**src/rtl/channel_readout_arbiter.sv**
```systemverilog
// Channel readout arbiter: round-robin selection among per-channel FWFT
// FIFOs, whole-packet ownership, and a sticky header-mismatch flag.
module channel_readout_arbiter #(
  parameter int NUM_CHANNELS = 4,
  parameter int PACKET_LEN   = 17
) (
  input  logic                       clk,
  input  logic                       reset,
  input  logic                       i_MasterEnable,
  input  logic [NUM_CHANNELS-1:0]    i_FifoEmpty,
  input  logic [16*NUM_CHANNELS-1:0] i_FifoData,
  output logic [NUM_CHANNELS-1:0]    o_FifoRead,
  output logic [15:0]                o_Data,
  output logic                       o_Valid,
  input  logic                       i_Ready,
  output logic [NUM_CHANNELS-1:0]    o_Grant,
  output logic                       o_PacketDone,
  output logic                       o_HeaderErr
);

  localparam int CH_W  = (NUM_CHANNELS > 1) ? $clog2(NUM_CHANNELS) : 1;
  localparam int CNT_W = $clog2(PACKET_LEN + 1);
  localparam logic [CNT_W-1:0] LAST_WORD = CNT_W'(PACKET_LEN - 1);

  typedef enum logic [1:0] {IDLE, ARB, XFER} state_t;

  state_t          state;
  logic [CH_W-1:0] grantIdx;
  logic [CH_W-1:0] searchPtr;
  logic [CH_W-1:0] nextIdx;
  logic [CH_W:0]   cand;
  logic [CNT_W-1:0] wordCnt;
  logic            anyReq;
  logic            inXfer;
  logic            xferFire;
  logic            headerBad;

  assign anyReq    = |(~i_FifoEmpty);
  assign inXfer    = (state == XFER);
  assign xferFire  = o_Valid & i_Ready;
  assign headerBad = xferFire && (wordCnt == '0) && (o_Data[7:0] != 8'(grantIdx));

  // Round-robin search: the lowest offset from searchPtr with data wins,
  // so the loop runs backwards and the last hit is the nearest one.
  always_comb begin
    nextIdx = '0;
    cand    = '0;
    for (int i = NUM_CHANNELS - 1; i >= 0; i--) begin
      cand = {1'b0, searchPtr} + (CH_W+1)'(i);
      if (cand >= (CH_W+1)'(NUM_CHANNELS))
        cand = cand - (CH_W+1)'(NUM_CHANNELS);
      if (!i_FifoEmpty[cand[CH_W-1:0]])
        nextIdx = cand[CH_W-1:0];
    end
  end

  // Output word is the granted channel's FIFO head, passed straight through.
  always_comb begin
    o_Data = '0;
    for (int k = 0; k < NUM_CHANNELS; k++) begin
      if (grantIdx == CH_W'(k))
        o_Data = i_FifoData[16*k +: 16];
    end
  end

  // Handshake side: valid follows the granted FIFO, pop only on an accepted word.
  always_comb begin
    o_Valid      = inXfer & ~i_FifoEmpty[grantIdx];
    o_FifoRead   = (o_Valid & i_Ready) ? o_Grant : '0;
    o_PacketDone = o_Valid & i_Ready & (wordCnt == LAST_WORD);
  end

  // Control FSM: arbitration, packet word counting, sticky header error.
  always_ff @(posedge clk) begin
    if (reset) begin
      state       <= IDLE;
      grantIdx    <= '0;
      searchPtr   <= '0;
      wordCnt     <= '0;
      o_Grant     <= '0;
      o_HeaderErr <= 1'b0;
    end else begin
      if (headerBad)
        o_HeaderErr <= 1'b1;
      case (state)
        IDLE: begin
          if (i_MasterEnable && anyReq)
            state <= ARB;
        end
        ARB: begin
          if (anyReq) begin
            grantIdx  <= nextIdx;
            o_Grant   <= NUM_CHANNELS'(1) << nextIdx;
            searchPtr <= (nextIdx == CH_W'(NUM_CHANNELS - 1)) ? '0 : nextIdx + CH_W'(1);
            wordCnt   <= '0;
            state     <= XFER;
          end else begin
            state <= IDLE;
          end
        end
        XFER: begin
          // Ownership is released only after the final word of the packet.
          if (xferFire) begin
            if (wordCnt == LAST_WORD) begin
              wordCnt <= '0;
              o_Grant <= '0;
              state   <= i_MasterEnable ? ARB : IDLE;
            end else begin
              wordCnt <= wordCnt + CNT_W'(1);
            end
          end
        end
        default: state <= IDLE;
      endcase
    end
  end

endmodule

```
**config.mk**
```make
export PLATFORM = sky130hd
export DESIGN_NAME = channel_readout_arbiter
export DESIGN_NICKNAME = d
export VERILOG_FILES = /design/src/rtl/channel_readout_arbiter.sv
export SDC_FILE = /design/constraint.sdc
export NUM_CORES = 1
export LEC_CHECK = 0
export ABC_AREA = 1
export CAP_MARGIN = 25
export CORE_AREA = 5 5 73 75
export CTS_CLUSTER_SIZE = 10
export DETAILED_ROUTE_END_ITERATION = 10
export DIE_AREA = 0 0 78 80
export GPL_TIMING_DRIVEN = 0
export PLACE_DENSITY = 0.74
export SYNTH_ARGS = -nofsm -noshare
export SYNTH_HDL_FRONTEND = slang
export SYNTH_SLANG_ARGS = --single-unit
```
**constraint.sdc**
```tcl
create_clock -name clk -period 1.96 [get_ports clk]
set_input_delay 0.392 -clock clk [delete_from_list [all_inputs] [get_ports clk]]
set_output_delay 0.392 -clock clk [all_outputs]
set_load 0.01 [all_outputs]
```
==> flow_summary.toml <==
[power_and_ir_drop]
power.density_cell_area_nw_per_um2 = 585
p_leak_nw = 1.33
vdd_ir_drop_max_mv = 0.503
totalPowerFinal_mw = 1.65

[clocking]
clk-insertion-delay-late_ns = 0.24
clk_transition_reported_paths_ns = 0.06
htree_num_levels = 1
cts_root_buf = "clkbuf_8"
max_root_sink_buffers = 2
cts_buffers = 3
cts_hold_repair.buffers = 0
clock-sinks = 16
cts_tree = "built"

[floorplanning]
design.portCount = 99
die-width_um = 78
design.core.area_um2 = 4600
placementRows = 25
die_height_um = 80
start_util_pct = 34.9
design.die.area_um2 = 6240

[synthesis]
synth_fp_nets = 370
synthesis.area_um2 = 1600
yosys_warnings = 0
synth-seq-area-share_pct = 20.0
synth_cell_types = 25
syn_inst = 292
synth_area_per_cell_um2 = 5.49
yosys_register_bits = 16

[setup_path]
crit_slowest_cell = "dfxtp_2"
path_class = "reg -> out"
worst_ep_required_time_ns = 1.57
cp_common_cell = "buf_6"
timing.critical_path.fanout_max = 6
timing.critical_path.cells = "buf_8 -> clkinvlp_4 -> nand2_2 -> o22ai_2 -> inv_2 -> nand4_4 -> buf_6 -> buf_6 -> nor2_4 -> buf_6"
r2r_cells = 11
cp-end-kind = "output pin"
timing.rr.start = "searchPtr[0]"
critPathArrivalTime_ns = 1.62
worst_reg2reg_endpoint = "searchPtr[1]"
critical_path.max_stage_delay_ns = 0.33
ff2ff_setup_slack_ns = 0.15
critical_path.startpoint_type = "flip-flop"

[layout]
flow.area_growth_from_synthesis_pct = 75.8
count_of_fill_cells_added_during_filler_insertion = 451
antenna_cells = 0
most_common_cell_after_layout_fill_and_taps_aside = "nand2_1"
layout_common_cells = "102 x nand2_1, 71 x clkdlybuf4s50_1, 42 x nand3_1, 37 x inv_1, 18 x nor2_1"
final-seq-area_um2 = 325
drive_gt1_share_pct = 13.7
multi_input_area_um2 = 1120
fin_nets = 480

[hold_path]
hold_class = "reg -> reg"
min_path_cells = 2
min-delay-start = "o_HeaderErr"
hold-path-endpoint = "o_HeaderErr"

[status]
outcome = "finished with violations"
violations = "setup timing"

[placement]
pre_cts_setup_slack_ns = -0.517
routability_congestion_estimate_from_global_placement = 0.810
half_perimeter_wire_length_of_the_detailed_placement_result_um = 4590
port_buffers = 97

[global_routing]
first_global_vias = 1997
grt_overflow_total = 0
grt_start_max_net_pins = 11
antenna_found_initial = 0
grtUsageTotal_pct = 17.8
grt_pass1_wl_um = 9180

[timing]
period_share_pct = 103
setup_viol = 3
worst_clock_skew_ns = 0.00302
setup_repair_after_global_routing_missed_its_margin = "true"
report.final.hold_viol_count = 0
worst-slew-pin-transition_ns = 0.452
clock.fmax_mhz = 497
fin_hold_ws_ns = 0.448
worst_slack_setup_final_ns = -0.0532
slew_headroom_pct = 69.8
report.final.slew_viol_count = 0
period_needed_ns = 2.01

[job]
drv.max_cap_violation_count = 0

[route]
drt_wl_total_um = 5850
post_drt_via_cell_ratio = 4.73
drc = 0
route.vias.total = 2152
iter_0_drt_violations = 68
route.antenna.remaining_nets = 0
dr.pass1.iters = 4
routed_wire_length_per_instance_um = 12.9
[cell families (layout without fill, tap and decap cells)]
group | count (synthesis) | in the layout | synth area share [%]
adders and majority gates | 6 | 6 | 4.68
DFF | 16 | 16 | 20.0
and+or+nand+nor | 190 | 190 | 51.8
AOI/OAI and AO/OA | 25 | 25 | 8.20
xor gates and xnor gates | 2 | 2 | 1.09
buffers and inverters | 53 | 162 | 14.2
[cell type report]
type                       count  area share [%]
clock buffer                   4            1.95
multi-input combinational    223            39.7
tap                           54            2.40
timing repair buffer         105            35.6
buffer                        10            2.80
sequential                    16            11.5
inverter                      43            5.95
[where the power goes]
group	leakage [nW]	total (mW)	internal, mW	switching, mW
logic	1.17	0.966	0.456	0.510
registers	0.131	0.393	0.359	0.0334
clock network	0.0288	0.289	0.178	0.111
total	1.33	1.65	0.993	0.654
[Yosys cell counts]
cell type,instances,share of area [%]
xnor2_1,1,0.55
nand4_2,1,0.78
o2111ai_1,1,0.55
ha_1,6,4.7
clkbuf_1,3,0.70
inv_2,2,0.47
nand3_1,42,13
nand2_1,105,25
buf_6,2,1.4
o21ai_0,11,3.4
a21oi_1,11,3.4
nor2_2,1,0.39
nor4_1,2,0.78
or2_2,6,2.3
xor2_1,1,0.55
nor2_1,22,5.2
nand4_1,9,3.5
buf_2,2,0.62
a31oi_1,1,0.39
nor2_4,1,0.70
o22ai_1,1,0.39
inv_1,41,9.6
buf_4,3,1.4
nand3b_1,1,0.47
dfxtp_1,16,20
[worst max-delay path by stage]
stage | startpoint | endpoint | slack, ns
3_3_place_gp | i_FifoEmpty[3] | o_PacketDone | -0.49
6_report | grantIdx[0] | o_FifoRead[2] | -0.05
2_1_floorplan | searchPtr[0] | searchPtr[1] | 0.25
3_5_place_dp | i_FifoEmpty[3] | o_FifoRead[0] | -0.52
5_1_grt | grantIdx[0] | o_FifoRead[2] | -0.17
4_1_cts | grantIdx[0] | o_Data[6] | -0.18
[timing repair]
action / 4_1_cts / 5_1_grt
endpoints found under the setup margin: 25 / 19
setup buffers: 3 / 5
gates cloned: 0 / 0
gates resized for setup: 41 / 48
pin swaps: 0 / 5
[stage by stage]
step	cell area [um2]	util, %	TNS (ns)	cells
finish	2820	61.3	-0.154	455
global route	2820	61.3	-0.777	455
CTS	2720	59.1	-1.09	450
detailed placement	2640	57.4	-6.37	443
global placement	2640	57.4	-5.88	443
floorplan	1600	-	0	292
[critical path: cells and delay by family (launching register included)]
kind            cells  cell delay [ns]
simple gates        3             0.25
compound gates      1             0.06
buf+inv             6             0.72
flops               1             0.33
[flip-flops by register name, indices dropped and copies added (netlist names)]
signal and flops:
searchPtr 2, wordCnt 5, o_HeaderErr 1, grantIdx 2, state 2, o_Grant 4
[routing by layer]
metal  share of wire [%]  wire (um)  track usage [%]
met5                   0          0                0
met1                  46       2710             23.9
met4                0.29         17             2.53
met3                 5.3        309             2.14
met2                  48       2820             30.9
Note: power is estimated with default switching activity, not from simulation.
